### config.mk
export PLATFORM = sky130hd
export DESIGN_NAME = muldiv_unit_flat
export DESIGN_NICKNAME = d
export VERILOG_FILES = /design/src/rtl/muldiv_unit_if.sv /design/src/rtl/muldiv_unit.sv /design/src/flat_wrapper.sv
export SDC_FILE = /design/constraint.sdc
export NUM_CORES = 1
export LEC_CHECK = 0
export BUFFER_PORTS_ARGS = -buffer_cell sky130_fd_sc_hd__buf_2
export CAP_MARGIN = 40
export CORE_ASPECT_RATIO = 1.5
export CORE_MARGIN = 1.5
export CORE_UTILIZATION = 55
export DETAILED_ROUTE_END_ITERATION = 7
export PLACE_DENSITY = 0.83
export SLEW_MARGIN = 20
export SYNTH_ARGS = -nofsm -noshare
export SYNTH_HDL_FRONTEND = slang
export SYNTH_SLANG_ARGS = --single-unit
### constraint.sdc
create_clock -name clk -period 10.15 [get_ports clk]
set_input_delay 1.015 -clock clk [delete_from_list [all_inputs] [get_ports clk]]
set_output_delay 1.015 -clock clk [all_outputs]
set_load 0.005 [all_outputs]
### src/rtl/muldiv_unit_if.sv
// Execute-stage port bundle for the iterative multiply/divide unit.
// The master side (E stage / bench) drives requests; the slave side is the unit.
interface muldiv_unit_if #(
  parameter int WIDTH = 32
);
  logic             start;
  logic [1:0]       op;
  logic [WIDTH-1:0] srcA;
  logic [WIDTH-1:0] srcB;
  logic             mthi;
  logic             mtlo;
  logic             cancel;
  logic             mfsel;
  logic [WIDTH-1:0] HLOut;
  logic [WIDTH-1:0] hi;
  logic [WIDTH-1:0] lo;
  logic             busy;
  logic             done;
  logic             dz;

  modport master (
    output start, op, srcA, srcB, mthi, mtlo, cancel, mfsel,
    input  HLOut, hi, lo, busy, done, dz
  );

  modport slave (
    input  start, op, srcA, srcB, mthi, mtlo, cancel, mfsel,
    output HLOut, hi, lo, busy, done, dz
  );
endinterface

### src/rtl/muldiv_unit.sv
// Iterative radix-2 multiply / restoring divide with HI/LO registers.
// Operands are reduced to magnitudes at launch, iterated WIDTH times, and the
// signs are re-applied in a single fix-up cycle before committing HI/LO.
module muldiv_unit #(
  parameter  int WIDTH = 32,
  localparam int CNTW  = $clog2(WIDTH+1)
) (
  input  logic           clk,
  input  logic           rst_n,
  muldiv_unit_if.slave   bus
);

  typedef enum logic [1:0] {S_IDLE, S_CALC, S_FIX} state_t;

  state_t             state_q, state_d;
  logic [CNTW-1:0]    count_q, count_d;
  // mult: {partial product, multiplier}; div: {remainder, quotient}
  logic [2*WIDTH-1:0] acc_q, acc_d;
  // mult: multiplicand magnitude; div: divisor magnitude
  logic [WIDTH-1:0]   opnd_q, opnd_d;
  logic [WIDTH-1:0]   srca_q, srca_d;
  logic               is_div_q, is_div_d;
  logic               neg_q, neg_d;     // result (product / quotient) negative
  logic               rneg_q, rneg_d;   // remainder negative (dividend sign)
  logic               divz_q, divz_d;
  logic [WIDTH-1:0]   hi_q, hi_d;
  logic [WIDTH-1:0]   lo_q, lo_d;
  logic               done_q, done_d;
  logic               dz_q, dz_d;

  // launch-time operand conditioning; unsigned ops never sign-convert
  logic               sa, sb;
  logic [WIDTH-1:0]   maga, magb;
  assign sa   = ~bus.op[0] & bus.srcA[WIDTH-1];
  assign sb   = ~bus.op[0] & bus.srcB[WIDTH-1];
  assign maga = sa ? ('0 - bus.srcA) : bus.srcA;
  assign magb = sb ? ('0 - bus.srcB) : bus.srcB;

  // one shift-add step: add multiplicand when the multiplier LSB is set,
  // then shift the whole accumulator right (carry enters the top bit)
  logic [WIDTH:0]     mul_sum;
  logic [2*WIDTH-1:0] mul_step;
  assign mul_sum  = {1'b0, acc_q[2*WIDTH-1:WIDTH]} + {1'b0, opnd_q};
  assign mul_step = acc_q[0] ? {mul_sum, acc_q[WIDTH-1:1]}
                             : {1'b0, acc_q[2*WIDTH-1:1]};

  // one restoring-divide step: trial-subtract on the WIDTH+1 bit shifted
  // remainder; keep the difference and shift in a 1 when it does not borrow
  logic [WIDTH:0]     div_trial;
  logic [2*WIDTH-1:0] div_step;
  assign div_trial = {acc_q[2*WIDTH-1:WIDTH], acc_q[WIDTH-1]} - {1'b0, opnd_q};
  assign div_step  = div_trial[WIDTH] ? {acc_q[2*WIDTH-2:0], 1'b0}
                                      : {div_trial[WIDTH-1:0], acc_q[WIDTH-2:0], 1'b1};

  // sign fix-up values used in the FIX cycle
  logic [2*WIDTH-1:0] prod_fix;
  logic [WIDTH-1:0]   quot_fix, rem_fix;
  assign prod_fix = neg_q  ? ('0 - acc_q) : acc_q;
  assign quot_fix = neg_q  ? ('0 - acc_q[WIDTH-1:0]) : acc_q[WIDTH-1:0];
  assign rem_fix  = rneg_q ? ('0 - acc_q[2*WIDTH-1:WIDTH]) : acc_q[2*WIDTH-1:WIDTH];

  // state and datapath registers
  always_ff @(posedge clk or negedge rst_n) begin
    if (!rst_n) begin
      state_q  <= S_IDLE;
      count_q  <= '0;
      acc_q    <= '0;
      opnd_q   <= '0;
      srca_q   <= '0;
      is_div_q <= 1'b0;
      neg_q    <= 1'b0;
      rneg_q   <= 1'b0;
      divz_q   <= 1'b0;
      hi_q     <= '0;
      lo_q     <= '0;
      done_q   <= 1'b0;
      dz_q     <= 1'b0;
    end else begin
      state_q  <= state_d;
      count_q  <= count_d;
      acc_q    <= acc_d;
      opnd_q   <= opnd_d;
      srca_q   <= srca_d;
      is_div_q <= is_div_d;
      neg_q    <= neg_d;
      rneg_q   <= rneg_d;
      divz_q   <= divz_d;
      hi_q     <= hi_d;
      lo_q     <= lo_d;
      done_q   <= done_d;
      dz_q     <= dz_d;
    end
  end

  // next-state: launch / iterate / fix-up, with cancel overriding everything
  always_comb begin
    state_d  = state_q;
    count_d  = count_q;
    acc_d    = acc_q;
    opnd_d   = opnd_q;
    srca_d   = srca_q;
    is_div_d = is_div_q;
    neg_d    = neg_q;
    rneg_d   = rneg_q;
    divz_d   = divz_q;
    hi_d     = hi_q;
    lo_d     = lo_q;
    done_d   = 1'b0;
    dz_d     = dz_q;

    if (bus.cancel) begin
      // abort: architectural state untouched, no done pulse
      state_d = S_IDLE;
      count_d = '0;
    end else begin
      unique case (state_q)
        S_IDLE: begin
          if (bus.start) begin
            is_div_d = bus.op[1];
            acc_d    = {{WIDTH{1'b0}}, (bus.op[1] ? maga : magb)};
            opnd_d   = bus.op[1] ? magb : maga;
            neg_d    = sa ^ sb;
            rneg_d   = sa;
            divz_d   = bus.op[1] && (bus.srcB == '0);
            srca_d   = bus.srcA;
            count_d  = CNTW'(WIDTH);
            dz_d     = 1'b0;
            state_d  = S_CALC;
          end else begin
            if (bus.mthi) hi_d = bus.srcA;
            if (bus.mtlo) lo_d = bus.srcA;
          end
        end
        S_CALC: begin
          acc_d   = is_div_q ? div_step : mul_step;
          count_d = count_q - 1'b1;
          if (count_q == CNTW'(1)) state_d = S_FIX;
        end
        S_FIX: begin
          if (!is_div_q) begin
            hi_d = prod_fix[2*WIDTH-1:WIDTH];
            lo_d = prod_fix[WIDTH-1:0];
          end else if (divz_q) begin
            hi_d = srca_q;
            lo_d = '1;
            dz_d = 1'b1;
          end else begin
            hi_d = rem_fix;
            lo_d = quot_fix;
          end
          done_d  = 1'b1;
          state_d = S_IDLE;
        end
        default: state_d = S_IDLE;
      endcase
    end
  end

  assign bus.busy  = (state_q != S_IDLE);
  assign bus.done  = done_q;
  assign bus.dz    = dz_q;
  assign bus.hi    = hi_q;
  assign bus.lo    = lo_q;
  assign bus.HLOut = bus.mfsel ? hi_q : lo_q;

endmodule
### src/flat_wrapper.sv
// flat-port wrapper written by rule: the top's interface ports become plain ports
module muldiv_unit_flat 
#(
  parameter  int WIDTH = 32,
  localparam int CNTW  = $clog2(WIDTH+1)
)
  (clk, rst_n, bus_start, bus_op, bus_srcA, bus_srcB, bus_mthi, bus_mtlo, bus_cancel, bus_mfsel, bus_HLOut, bus_hi, bus_lo, bus_busy, bus_done, bus_dz);
  muldiv_unit_if #(.WIDTH(WIDTH)) bus_i ();
  input  logic clk;
  input  logic rst_n;
  input wire logic [$bits(bus_i.start)-1:0] bus_start;
  input wire logic [$bits(bus_i.op)-1:0] bus_op;
  input wire logic [$bits(bus_i.srcA)-1:0] bus_srcA;
  input wire logic [$bits(bus_i.srcB)-1:0] bus_srcB;
  input wire logic [$bits(bus_i.mthi)-1:0] bus_mthi;
  input wire logic [$bits(bus_i.mtlo)-1:0] bus_mtlo;
  input wire logic [$bits(bus_i.cancel)-1:0] bus_cancel;
  input wire logic [$bits(bus_i.mfsel)-1:0] bus_mfsel;
  output wire logic [$bits(bus_i.HLOut)-1:0] bus_HLOut;
  output wire logic [$bits(bus_i.hi)-1:0] bus_hi;
  output wire logic [$bits(bus_i.lo)-1:0] bus_lo;
  output wire logic [$bits(bus_i.busy)-1:0] bus_busy;
  output wire logic [$bits(bus_i.done)-1:0] bus_done;
  output wire logic [$bits(bus_i.dz)-1:0] bus_dz;
  assign bus_i.start = bus_start;
  assign bus_i.op = bus_op;
  assign bus_i.srcA = bus_srcA;
  assign bus_i.srcB = bus_srcB;
  assign bus_i.mthi = bus_mthi;
  assign bus_i.mtlo = bus_mtlo;
  assign bus_i.cancel = bus_cancel;
  assign bus_i.mfsel = bus_mfsel;
  assign bus_HLOut = bus_i.HLOut;
  assign bus_hi = bus_i.hi;
  assign bus_lo = bus_i.lo;
  assign bus_busy = bus_i.busy;
  assign bus_done = bus_i.done;
  assign bus_dz = bus_i.dz;
  muldiv_unit #(.WIDTH(WIDTH)) u_core (.clk(clk), .rst_n(rst_n), .bus(bus_i));
endmodule
# ---- After elaboration in Yosys (flattened, before gate mapping)
# Index checks and enable logic that the tools add are counted.
dict set report classes {
  reduce_logical 14
  eq_ne 11
  n_bitwise 5
  n_mux 36
  add_sub_neg 8
}
# cell n
set ops {}
lappend ops {{$mux 32} 15}
lappend ops {{$mux 64} 5}
lappend ops {{$pmux 32 s2} 2}
lappend ops {{$pmux 64 s2} 1}
lappend ops {{$sub 1x32->32 const A} 4}
lappend ops {{$sub 1x64->64 const A} 1}
lappend ops {{$add 32x32->33} 1}
lappend ops {{$sub 33x32->33} 1}
lappend ops {{$logic_not 32->1} 1}
lappend ops {{$mux 6} 2}
lappend ops {{$pmux 6 s2} 1}
lappend ops {{$ne 2x2->1 const B} 4}
lappend ops {{$reduce_and 4->1} 2}
lappend ops {{$eq 6x1->1 const B} 1}
lappend ops {{$mux 2} 3}
lappend ops {{$reduce_and 3->1} 2}
lappend ops {{$reduce_bool 2->1} 3}
lappend ops {{$sub 6x1->6 const B} 1}
lappend ops {{$mux 1} 5}
lappend ops {{$reduce_and 5->1} 1}
lappend ops {{$ne 2x1->1 const B} 2}
lappend ops {{$pmux 2 s2} 1}
lappend ops {{$reduce_and 2->1} 2}
lappend ops {{$ne 3x2->1 const B} 1}
lappend ops {{10 further kinds} 12}
dict set report totals {
  regBits 206
}

# ---- Longest topological paths before layout
dict set report logic_depth {
  ltp_word 6
  ltp_mapped 15
}

# ---- Worst setup path after synthesis
# Ideal clock, no wire load.
dict set report synth_path {
  path_type {input to register}
  start {in bus_srcA[2]}
  end {reg u_core.acc_q[27]}
  arrival_ps 3306
  cell_stages 10
  path_buffers 1
  t_required_ps 10024
  setup_slack_ps 6718
  setup_time_ps 126
  path_cell_list {clkbuf_1 nor4_1 and4b_1 nand3_1 nor4_1 nand2_1 o41ai_1 xor2_1 a21oi_1 a221o_1}
}
dict set report synth_via {
  elab_chain_len 5
}
# element line_no
set synth_lines {}
lappend synth_lines {{from (decl)} flat_wrapper.sv:13} ;# input wire logic [$bits(bus_i.srcA)-1:0] bus_srcA;
lappend synth_lines {{$sub 1x32->32} muldiv_unit.sv:36} ;# assign maga = sa ? ('0 - bus.srcA) : bus.srcA;
lappend synth_lines {{$mux 32} muldiv_unit.sv:36}
lappend synth_lines {{$mux 32} muldiv_unit.sv:120} ;# acc_d = {{WIDTH{1'b0}}, (bus.op[1] ? maga : magb)};
lappend synth_lines {{$mux 64} muldiv_unit.sv:118} ;# if (bus.start) begin
lappend synth_lines {{$pmux 64 s2} muldiv_unit.sv:116} ;# unique case (state_q)
lappend synth_lines {{to (signal assigned)} muldiv_unit.sv:67} ;# acc_q <= '0;
lappend synth_lines {{to (signal assigned)} muldiv_unit.sv:81} ;# acc_q <= acc_d;
lappend synth_lines {{to (decl)} muldiv_unit.sv:18} ;# logic [2*WIDTH-1:0] acc_q, acc_d;
# Every way passes these cells. The select of a mux whose other input is x is not followed.
# A chain may end at the register's enable or synchronous reset.

# ---- Worst setup path after layout
dict set report layout_path {
  start {reg u_core.acc_q[36]}
  end {reg u_core.acc_q[50]}
}
dict set report layout_via {
  elab_chain_len 4
  word_cells_on_any_way 6
  classes_between {add/sub: 2; mux: 4}
}
# element line_no
set layout_lines {}
lappend layout_lines {{$sub 33x32->33 / $add 32x32->33 (equally long branches)} {muldiv_unit.sv:51, muldiv_unit.sv:43}}
lappend layout_lines {{$mux 64 (on tied branches)} {muldiv_unit.sv:52, muldiv_unit.sv:44}}
lappend layout_lines {{$mux 64 (*)} muldiv_unit.sv:135} ;# acc_d = is_div_q ? div_step : mul_step;
lappend layout_lines {{$pmux 64 s2 (*)} muldiv_unit.sv:116}
# Mark *: on every way between the ends. The rest lies on a longest branch, timed or not.

==> impl_metrics.csv <==
group,metric,value,unit
route,routed_wl,66800,um
critical_path,worstReg2RegStart,"u_core.acc_q[36]",
final_layout,final_common_cell,"nand2_1",
route,antenna_left,0,
critical_path,worst_setup_path_end_kind,"flop",
pwr,cellPowerDensity,332,nW/um^2
sta,final.setup.tns,0,ps
critical_path,crit_start,"u_core.acc_q[36]",
synthesis,yosysTopAreaCell,"dfrtp_1",
synthesis,synth.top_cell.area_share,0.289,
sta,period_needed,4310,ps
synthesis,synth_fp_nets,2461,
pwr,p_leak,0.00894,uW
synthesis,postSynthAreaPerCell,7.70,um^2
clock_tree,cts_post_setup_buffers_inserted,0,
outcome,status,"finished clean",
global_route,grt_pass1_vias,17300,
global_route,grt-ovfl-total,0,
clock_tree,clockRootBuffer,"clkbuf_16",
sta,fin_crit_sh,0.425,
route,drt_iter0_drc,1826,
critical_path,critical_path_arrival,4730,ps
die,start_util,0.560,
synthesis,yosysUniqueCellTypes,78,
sta,clock_skew,33.6,ps
critical_path,critPathLaunchType,"flop",
pwr,ir_worst_vdd,136,uV
clock_tree,cts-resized-gates,0,
critical_path,path_class,"reg -> reg",
route,drcViolationCount,0,
synthesis,synth_cells,2316,
global_route,grt_pass1_wl,101000,um
placed_design,dpl_cell_area,18800,um^2
synthesis,synth_ff_type,"dfrtp_1",
clock_tree,worstSkewPairLatency,560,ps
critical_path,cp.required,10570,ps
synthesis,ys_seq_elements,206,
global_route,grt_antenna_before_repair,2,
synthesis,seq_area_frac_synth,0.289,
synthesis,ys_async_sr_fraction,1.00,
die,io_pins,172,
die,rows,80,
sta,relSlewSlack,0.365,
route,wire_per_inst,23.8,um
clock_tree,cts_sinks,206,
global_route,grt_max_degree,100,
placed_design,dpl.hpwl,48300,um
final_layout,final_cell_area,19900,um^2
sta,worst-slew-pin-transition,944,ps
die,fp.dieArea,33500,um^2
clock_tree,numCtsBuffers,23,
synthesis,syn_area,17800,um^2
sta,drv_slew,0,
final_layout,drive_gt1_frac,0.134,
sta,fmaxAchievable,232,MHz
die,design.core.area,31800,um^2
synthesis,synth_edf_count,0,
critical_path,critPathMaxFanout,29,
sta,hold_viol,0,
placed_design,dp_slack,5970,ps
placed_design,routabilityCongestion,0.986,
global_route,grt_usage,0.392,
sta,timing.hold.ws,479,ps
clock_tree,tritoncts,"done",
die,dieHeight,224,um
sta,rsz0062_at_grt,"no",
final_layout,area_growth,11.5,%
die,fp.dieW,150,um
final_layout,layout_common_cells,"nand2_1, o21ai_0, dfrtp_1",
synthesis,yosys_warnings,0,
clock_tree,htreeDepth,1,
pwr,finalPower,6600,uW
clock_tree,clkSlewWorstSetupHoldPaths,70,ps
route,via_per_inst,6.64,
placed_design,port_buffers,171,
sta,worst_slack,5840,ps
job,cap_violations,0,
hold_path,hp-class,"reg -> reg",
route,vias,18600,
sta,setup_viol,0,
hold_path,hold_start,"u_core.srca_q[26]",
final_layout,nets,2518,
clock_tree,ctsHoldBuffers,0,
synthesis,synth.area.top_cells,"dfrtp_1, nand2_1, xnor2_1",
clock_tree,cts.path.max_buffers,3,
route,drt_first_pass_iters,6,
## sequential cells by signal, indices dropped and copies added (netlist names), 2 cells and up
signal,cells
u_core.state_q,2
u_core.acc_q,64
u_core.bus.hi,32
u_core.bus.lo,32
u_core.count_q,6
u_core.srca_q,32
u_core.opnd_q,32
## synth_stat cells, types with 26 or more instances
cell type	instances
xnor2_1	138
xor2_1	57
a21oi_1	175
o21ai_0	236
dfrtp_1	206
o22ai_1	33
nor3_1	43
nand3_1	36
a211oi_1	28
mux2_2	38
mux2i_1	92
o31ai_1	29
nor2_1	175
ha_1	70
nand2_1	361
clkbuf_1	152
a21o_1	35
o211ai_1	26
inv_1	68
## final cells by class
type	count	area, um^2
antenna	2	5.00
fill	2790	12000
clock inverter	16	278
clock buffer	26	607
multi-input combinational	1862	11800
timing repair buffer	211	1290
tap	410	513
sequential	206	5160
inverter	69	259
## final timing paths
path | to | slack, ps | depth (start not counted)
hold reg to reg | u_core.srca_q[26] | 480 | 2
setup reg to reg | u_core.acc_q[50] | 5840 | 12
setup / recovery | u_core.acc_q[50] | 5840 | 12
max in group asynchronous | u_core.bus.hi[25] | 8510 | 3
hold / removal | u_core.srca_q[26] | 480 | 2
min in group asynchronous | u_core.acc_q[8] | 490 | 1
## power breakdown
group | internal, uW | leakage, uW | switching (uW)
Combinational | 1580 | 0.00594 | 2250
Clock | 612 | 0.000423 | 395
Sequential | 1180 | 0.00258 | 572
Total | 3380 | 0.00894 | 3220
## logic make-up (layout without fill, tap and decap cells)
logic type | after synthesis | in the layout | synth area share
and+or+nand+nor | 768 | 768 | 0.194
other | 0 | 2 | 0
muxes | 130 | 130 | 0.0756
adders and majority gates | 72 | 72 | 0.0514
AOI/OAI and AO/OA | 697 | 697 | 0.241
DFF | 206 | 206 | 0.289
buffers and inverters | 248 | 322 | 0.0539
xor gates and xnor gates | 195 | 195 | 0.0958
## layer usage
layer | wire length [um] | part of all wire | vias up | track usage
met5 | 0 | 0 | - | 0
met4 | 4960 | 0.074 | 0 | 0.255
met3 | 6270 | 0.094 | 307 | 0.0726
met2 | 31400 | 0.47 | 1160 | 0.634
met1 | 24200 | 0.36 | 8787 | 0.472
li1 | - | - | 8351 | -
## per-stage QoR
stage          instances   util
5_1_grt             2802  0.624
3_5_place_dp        2750  0.592
2_1_floorplan       2316      -
4_1_cts             2792  0.620
3_3_place_gp        2743  0.589
6_report            2802  0.624
## critical path, cell delays in order, from the launching register on
cell,delay [ps]
dfrtp_1,650
ha_1,370
a21o_1,200
or3_1,300
o21ai_1,330
o211ai_1,250
o211ai_1,360
mux2i_1,270
nor2_4,380
buf_4,460
mux2i_1,240
a22oi_1,110
a22o_1,220
Note: power is estimated with default switching activity, not from simulation.
